<file path="src/rtl/det_event_logger.sv">
// Match-event logger: saturating event counter, sticky threshold interrupt and a
// timestamp FIFO drained by a valid/ready reader. Timestamps come from a free-running counter.
module det_event_logger #(
    parameter int CNT_W = 16,
    parameter int TS_W  = 16,
    parameter int DEPTH = 4
) (
    input  logic                     clk,
    input  logic                     rstn,
    input  logic                     det_in,
    input  logic                     clr,
    input  logic [CNT_W-1:0]         thresh,
    output logic [CNT_W-1:0]         match_cnt,
    output logic                     cnt_sat,
    output logic                     irq,
    output logic [TS_W-1:0]          ts_data,
    output logic                     ts_valid,
    input  logic                     ts_ready,
    output logic [$clog2(DEPTH):0]   ts_level,
    output logic                     ts_drop
);

    localparam int AW = $clog2(DEPTH);
    localparam logic [AW:0]      PTR_ONE = 1;
    localparam logic [CNT_W-1:0] CNT_ONE = 1;
    localparam logic [TS_W-1:0]  TS_ONE  = 1;

    logic [TS_W-1:0]  ts_now;
    logic [TS_W-1:0]  mem [DEPTH];
    logic [AW:0]      wr_ptr;
    logic [AW:0]      rd_ptr;
    logic             ev;
    logic             pop;
    logic             push;
    logic             full;
    logic             cnt_max;
    logic [CNT_W-1:0] cnt_next;

    // clr masks both the event and the pop so a clearing cycle leaves nothing behind
    always_comb begin
        ev       = det_in & ~clr;
        full     = (wr_ptr[AW] != rd_ptr[AW]) && (wr_ptr[AW-1:0] == rd_ptr[AW-1:0]);
        pop      = ts_valid & ts_ready & ~clr;
        push     = ev & (~full | pop);
        cnt_max  = &match_cnt;
        cnt_next = cnt_max ? match_cnt : match_cnt + CNT_ONE;
    end

    assign ts_valid = (wr_ptr != rd_ptr);
    assign ts_level = wr_ptr - rd_ptr;
    assign ts_data  = mem[rd_ptr[AW-1:0]];

    always_ff @(posedge clk or negedge rstn) begin
        if (!rstn) begin
            ts_now <= '0;
        end else begin
            ts_now <= ts_now + TS_ONE;
        end
    end

    always_ff @(posedge clk or negedge rstn) begin
        if (!rstn) begin
            match_cnt <= '0;
            cnt_sat   <= 1'b0;
            irq       <= 1'b0;
        end else if (clr) begin
            match_cnt <= '0;
            cnt_sat   <= 1'b0;
            irq       <= 1'b0;
        end else if (ev) begin
            match_cnt <= cnt_next;
            if (&cnt_next) begin
                cnt_sat <= 1'b1;
            end
            if ((thresh != '0) && (cnt_next == thresh)) begin
                irq <= 1'b1;
            end
        end
    end

    always_ff @(posedge clk or negedge rstn) begin
        if (!rstn) begin
            wr_ptr  <= '0;
            rd_ptr  <= '0;
            ts_drop <= 1'b0;
        end else if (clr) begin
            wr_ptr  <= '0;
            rd_ptr  <= '0;
            ts_drop <= 1'b0;
        end else begin
            if (push) begin
                wr_ptr <= wr_ptr + PTR_ONE;
            end
            if (pop) begin
                rd_ptr <= rd_ptr + PTR_ONE;
            end
            if (ev && !push) begin
                ts_drop <= 1'b1;
            end
        end
    end

    // Storage is reset so ts_data reads 0 out of reset
    always_ff @(posedge clk or negedge rstn) begin
        if (!rstn) begin
            for (int i = 0; i < DEPTH; i++) begin
                mem[i] <= '0;
            end
        end else if (push) begin
            mem[wr_ptr[AW-1:0]] <= ts_now;
        end
    end

endmodule

</file>
<file path="config.mk">
export PLATFORM = sky130hd
export DESIGN_NAME = det_event_logger
export DESIGN_NICKNAME = d
export VERILOG_FILES = /design/src/rtl/det_event_logger.sv
export SDC_FILE = /design/constraint.sdc
export NUM_CORES = 1
export LEC_CHECK = 0
export CAP_MARGIN = 40
export CORE_ASPECT_RATIO = 1.25
export CORE_UTILIZATION = 50
export CTS_BUF_LIST = sky130_fd_sc_hd__clkbuf_4 sky130_fd_sc_hd__clkbuf_8 sky130_fd_sc_hd__clkbuf_16
export DETAILED_ROUTE_END_ITERATION = 10
export GPL_TIMING_DRIVEN = 0
export PLACE_DENSITY_LB_ADDON = 0.05
export SYNTH_ARGS = -nofsm -noshare
export SYNTH_HDL_FRONTEND = slang
export SYNTH_SLANG_ARGS = --single-unit
</file>
<file path="constraint.sdc">
create_clock -name clk -period 3.9 [get_ports clk]
set_input_delay 0.39 -clock clk [delete_from_list [all_inputs] [get_ports clk]]
set_output_delay 0.39 -clock clk [all_outputs]
set_load 0.02 [all_outputs]
</file>
* Word-level counts from Yosys, hierarchy flattened *
Cells that the tools add are included.

word-level totals
  register bits = 105
  output and inout bits = 39
  logic and storage cells = 69
  input port bits = 21

cells by class
  bitwise gates (word level) = 9
  $lt $le $gt $ge = 3
  eq/ne operators = 4
  mux-type cells = 21
  $add $sub $neg = 5
  reduce and logical (&&, ||, !) cells = 16

operators by type and width
  kind                     number
  $mux W16                 6
  $bwmux W64               1
  $add A16 B1 Y16 const B  2
  $bmux W16 S2             1
  $demux W16 S2            1
  $reduce_and A16 Y1       2
  $eq A16 B16 Y1           1
  $reduce_bool A16 Y1      1
  $mux W3                  4
  $reduce_bool A2 Y1       6
  $mux W1                  8
  $add A3 B1 Y3 const B    2
  $ge A3 B3 Y1 const B     2
  $not A2 Y3               2
  $and A1 B1 Y1            4
  $logic_and A1 B1 Y1      4
  $reduce_and A2 Y1        2
  $lt A3 B1 Y1 const B     1
  $ne A3 B3 Y1             1
  $sub A3 B3 Y3            1
  $eq A2 B2 Y1             1
  $not A1 Y1               2
  $logic_not A1 Y1         1
  $ne A1 B1 Y1             1
  $or A1 B1 Y1             1

* Longest topological paths before layout *
  depth in word-level cells = 9
  gate-level depth with buffers = 12
  mapped depth without buffers = 8

* Least setup slack after synthesis *
OpenSTA, ideal clock, no wires.

  kind = reg2reg
  start point = register rd_ptr[1]
  end point = register mem[10] (netlist name)
  period minus slack after synthesis = 2.985 ns
  path slack = 0.915 ns
  data arrival time = 2.861 ns
  cell stages (with the launch flop) = 12
  required time = 3.775 ns
  path through = dfrtp_1 -> clkbuf_1 -> clkbuf_1 -> inv_1 -> ha_1 -> nand2_1 -> nor3_1 -> nor2b_1 -> clkbuf_1 -> nand2_1 -> clkbuf_1 -> mux2_2

between the ends
  word-level cells in the longest chain between the ends = 5
  elaborated cells on any way between the ends = 8
  those cells by class = eq/ne: 2; bitwise: 5; reduce/logical: 1

ends and longest elaborated chain
  item                                                         line    text
  start, declared                                              31      logic [AW:0] rd_ptr;
  start signal, assigned                                       95      rd_ptr <= rd_ptr + PTR_ONE;
  $ne A3 B3 Y1 / $eq A2 B2 Y1 (equally long branches)          49, 42
  $and A1 B1 Y1 / $logic_and A1 B1 Y1 (equally long branches)  43, 42
  $and A1 B1 Y1 / $not A1 Y1 (equally long branches)           43, 44
  $or A1 B1 Y1 *                                               44      push = ev & (~full | pop);
  $and A1 B1 Y1 *                                              44
  end signal, assigned by index                                110     mem[wr_ptr[AW-1:0]] <= ts_now;
  end, declared                                                29      logic [TS_W-1:0] mem [DEPTH];

Mark *: on every way between the ends. The rest lies on a longest branch, timed or not.
A chain may end at the register's enable or synchronous reset.

* Final worst setup path *
  start point = register match_cnt[0]
  end point = register irq

between the ends
  word-level cells in the longest chain between the ends = 6
  elaborated cells on any way between the ends = 7
  those cells by class = add/sub: 1; eq/ne: 1; mux: 1; reduce/logical: 4

ends and longest elaborated chain
  item                                                          line    text
  start, declared                                               13      output logic [CNT_W-1:0] match_cnt,
  start signal, assigned                                        71      match_cnt <= cnt_next;
  $add A16 B1 Y16 / $reduce_and A16 Y1 (equally long branches)  46, 45
  $mux W16 *                                                    46      cnt_next = cnt_max ? match_cnt : match_cnt + CNT_ONE;
  $eq A16 B16 Y1 *                                              75      if ((thresh != '0) && (cnt_next == thresh)) begin
  $logic_and A1 B1 Y1 *                                         75
  $reduce_bool A2 Y1 (no line) *                                --
  $reduce_and A2 Y1 (no line) *                                 --
  end signal, assigned                                          65      irq <= 1'b0;
  end signal, assigned                                          69      irq <= 1'b0;
  end signal, assigned                                          76      irq <= 1'b1;
  end, declared                                                 15      output logic irq,

Marked as above.

==> impl_metrics.ini <==
[grt]
overflow = 0
antenna_found_initial = 0
grt_pass1_wl_um = 21100
grt_pass1_vias = 4094
grtUsageTotal_pct = 23.1
grt_max_degree = 63

[drt]
vias_per_cell = 5.80
drtIter0Drc = 135
met1_length_um = 5250
post_drt_wl_per_cell_um = 18.4
wl_met2_um = 6800
dr_wl_met3_um = 318
drc = 0
num_vias = 4040
routed_wl_um = 12800
dr.pass1.iters = 4
antenna_left = 0
top_layer = met4

[timing]
final.setup_skew_ns = 0.00931
maxSlewViolCount = 0
fin_crit_ns = 3.59
rsz0062_at_grt = no
finalSetupViolations = 0
finalCritPeriodShare_pct = 92.2
holdWs_ns = 0.131
slew_headroom_pct = 43.0
clock.fmax_mhz = 278
hold_viol_final = 0
worst_pin_slew_ns = 0.847

[setup_path]
critPathTopFamily = simple AND/OR/NAND/NOR gates
reg2reg_depth = 9
arrival_ns = 3.84
r2r_start = match_cnt[0]$_DFFE_PN0P_
worst-path-max-fanout = 9
rrSetupSlack_ns = 0.31
path_cells = ha_1, buf_4, nand4_4, nor4_2, nor2_1, mux2i_1, a2111o_1, or4_1, o41ai_2
cp-end-kind = register
crit_slowest_cell = nor4_2
cp.required_ns = 4.14
path_class = register to register
critPathMaxStageDelay_ns = 0.76
r2r-end = irq$_DFFE_PN0P_
path_buf_inv = 1
worst_setup_path_start_kind = register

[synthesis]
ys_seq_area_share_pct = 46.7
synth_edf_count = 0
synth_cells = 488
synth_common_cells = dfrtp_1, mux2_2, nor2_1, nand2_1, xor2_1
ys_seq_elements = 105
yosys.area.top_type = dfrtp_1
synthFlopType = dfrtp_1
synth_nets = 519
synth_cell_type_count = 55
synth_area_um2 = 5630
yosysWarningCount = 0
synth.most_common_cell = dfrtp_1
yosysTopAreaCellShare_pct = 46.7
synth_area_leaders = dfrtp_1, mux2_2, mux4_2
async_flop_share_pct = 100
syn_area_per_cell_um2 = 11.5

[power_and_ir_drop]
vdd_drop_max_mv = 0.221
p_leak_uw = 0.00293
powerDensity_nw_per_um2 = 409

[layout]
fillers = 898
design_area_um2 = 6760
final_nets = 590
drive_gt1_share_pct = 21.6
num_antenna_cells = 0
syn2layout_area_growth_pct = 20.1

[die]
io_pins = 60
dieArea_um2 = 11700
initial_core_util_pct = 52.2
die_w_um = 96.9
die_h_um = 121
rows = 42
core-area_um2 = 10800

[clock_tree]
clk_pin_slew_ns = 0.07
hold_buffers = 0
h-tree-depth = 3
clkLatencyLatePin_ns = 0.34
clk_path_buf_depth = 2
clock_sinks = 105
cts_tree = built
cts_buffers = 9
cts_root_buffer = clkbuf_16
post_cts_buffers = 0

[place]
finalWeightedCongestion = 0.926
portBuffers = 57
place_area_um2 = 6400
hpwl_um = 9360

[min_path]
hold_path_class = primary input to async pin

[outcome]
status = finished clean

[run]
maxCapViolCount = 0
## metal layers
layer	vias to the layer above	GRT usage, %
li1	1896	-
met1	2022	27.3
met2	94	41.8
met3	28	2.43
met4	0	11.5
met5	-	0
## what timing repair did
action,CTS,global route
endpoints found under the setup margin,33,33
hold endpoints to repair,0,0
resized for setup,1,6
## layout make-up
type / count / area, µm² / share of cell area, %
Buffer: 35 / 178 / 2.63
Clock buffer: 11 / 240 / 3.55
Clock inverter: 5 / 110 / 1.63
Inverter: 12 / 45.0 / 0.667
Multi-Input combinational cell: 336 / 2780 / 41.1
Sequential cell: 105 / 2630 / 38.9
Tap cell: 132 / 165 / 2.44
Timing Repair Buffer: 60 / 612 / 9.05
## how the worst max path moves through the flow
stage / from / end / cells after the start
floorplan: rd_ptr[1]$_DFFE_PN0P_ / mem[10]$_DFFE_PN0P_ / 11
global placement: rstn / match_cnt[1]$_DFFE_PN0P_ / 1
detailed placement: rd_ptr[1]$_DFFE_PN0P_ / mem[9]$_DFFE_PN0P_ / 11
CTS: rd_ptr[1]$_DFFE_PN0P_ / mem[8]$_DFFE_PN0P_ / 11
global route: rd_ptr[1]$_DFFE_PN0P_ / mem[42]$_DFFE_PN0P_ / 11
finish: match_cnt[0]$_DFFE_PN0P_ / irq$_DFFE_PN0P_ / 9
## state kept, by name, summed over array words and instances (netlist names)
register and cells:
cnt_sat 1, irq 1, match_cnt 16, mem 64, rd_ptr 3, ts_drop 1, ts_now 16, wr_ptr 3
## stage by stage
| stage | setup slack (ns) | total power, µW | std cells | setup TNS [ns] | utilization [%] |
|---|---|---|---|---|---|
| floorplan | 0.915 | 1540 | 488 | 0 | - |
| global placement | -1.49 | 1730 | 677 | -158.71 | 59.0 |
| detailed placement | -0.180 | 1750 | 680 | -3.78 | 59.4 |
| CTS | 0.0448 | 2800 | 696 | 0 | 62.7 |
| global route | 0.0941 | 2890 | 696 | 0 | 62.7 |
| finish | 0.305 | 2760 | 696 | 0 | 62.7 |
## power breakdown
group / total (µW) / internal [µW] / switching (µW)
logic: 510 / 261 / 249
clock network: 1040 / 649 / 395
registers: 1210 / 1170 / 42.8
## cell families (layout without fill, tap and decap cells)
family                     after synthesis  after routing  synth area share (%)
and+or+nand+nor                        148            148                  14.0
DFF                                    105            105                  46.7
muxes                                   84             84                  19.9
AOI/OAI and AO/OA                       47             47                  5.87
xor gates and xnor gates                47             47                  7.32
buffers and inverters                   47            123                  3.87
adders and majority gates               10             10                  2.36
## worst reg2reg max path: stages, from the launching register on
cell and delay, ns:
dfrtp_1 0.49, ha_1 0.20, buf_4 0.19, nand4_4 0.14, nor4_2 0.76, nor2_1 0.32
mux2i_1 0.19, a2111o_1 0.34, or4_1 0.49, o41ai_2 0.37
## placed cells by master (no fill, tap or decap), types with 4 or more instances in the layout
| cell | Yosys | final |
|---|---|---|
| dfrtp_1 | 105 | 105 |
| mux2i_1 | 6 | 6 |
| nor3_1 | 9 | 9 |
| nand2_1 | 31 | 31 |
| xor2_1 | 24 | 24 |
| buf_2 | 3 | 4 |
| ha_1 | 9 | 9 |
| buf_4 | 8 | 9 |
| nor3b_1 | 4 | 4 |
| nor2b_1 | 6 | 6 |
| mux2_2 | 62 | 62 |
| nand4_1 | 13 | 13 |
| and3_1 | 4 | 4 |
| o21ai_0 | 10 | 10 |
| nor2_1 | 33 | 33 |
| a21oi_1 | 9 | 9 |
| mux4_2 | 16 | 16 |
| nand3_1 | 22 | 22 |
| inv_1 | 12 | 12 |
| xnor2_1 | 23 | 23 |
| clkdlybuf4s50_1 | 0 | 56 |
| clkbuf_16 | 0 | 9 |
| clkbuf_2 | 0 | 4 |
| clkbuf_1 | 22 | 18 |
| nor4_1 | 5 | 5 |
(Power assumes the default switching activity.)
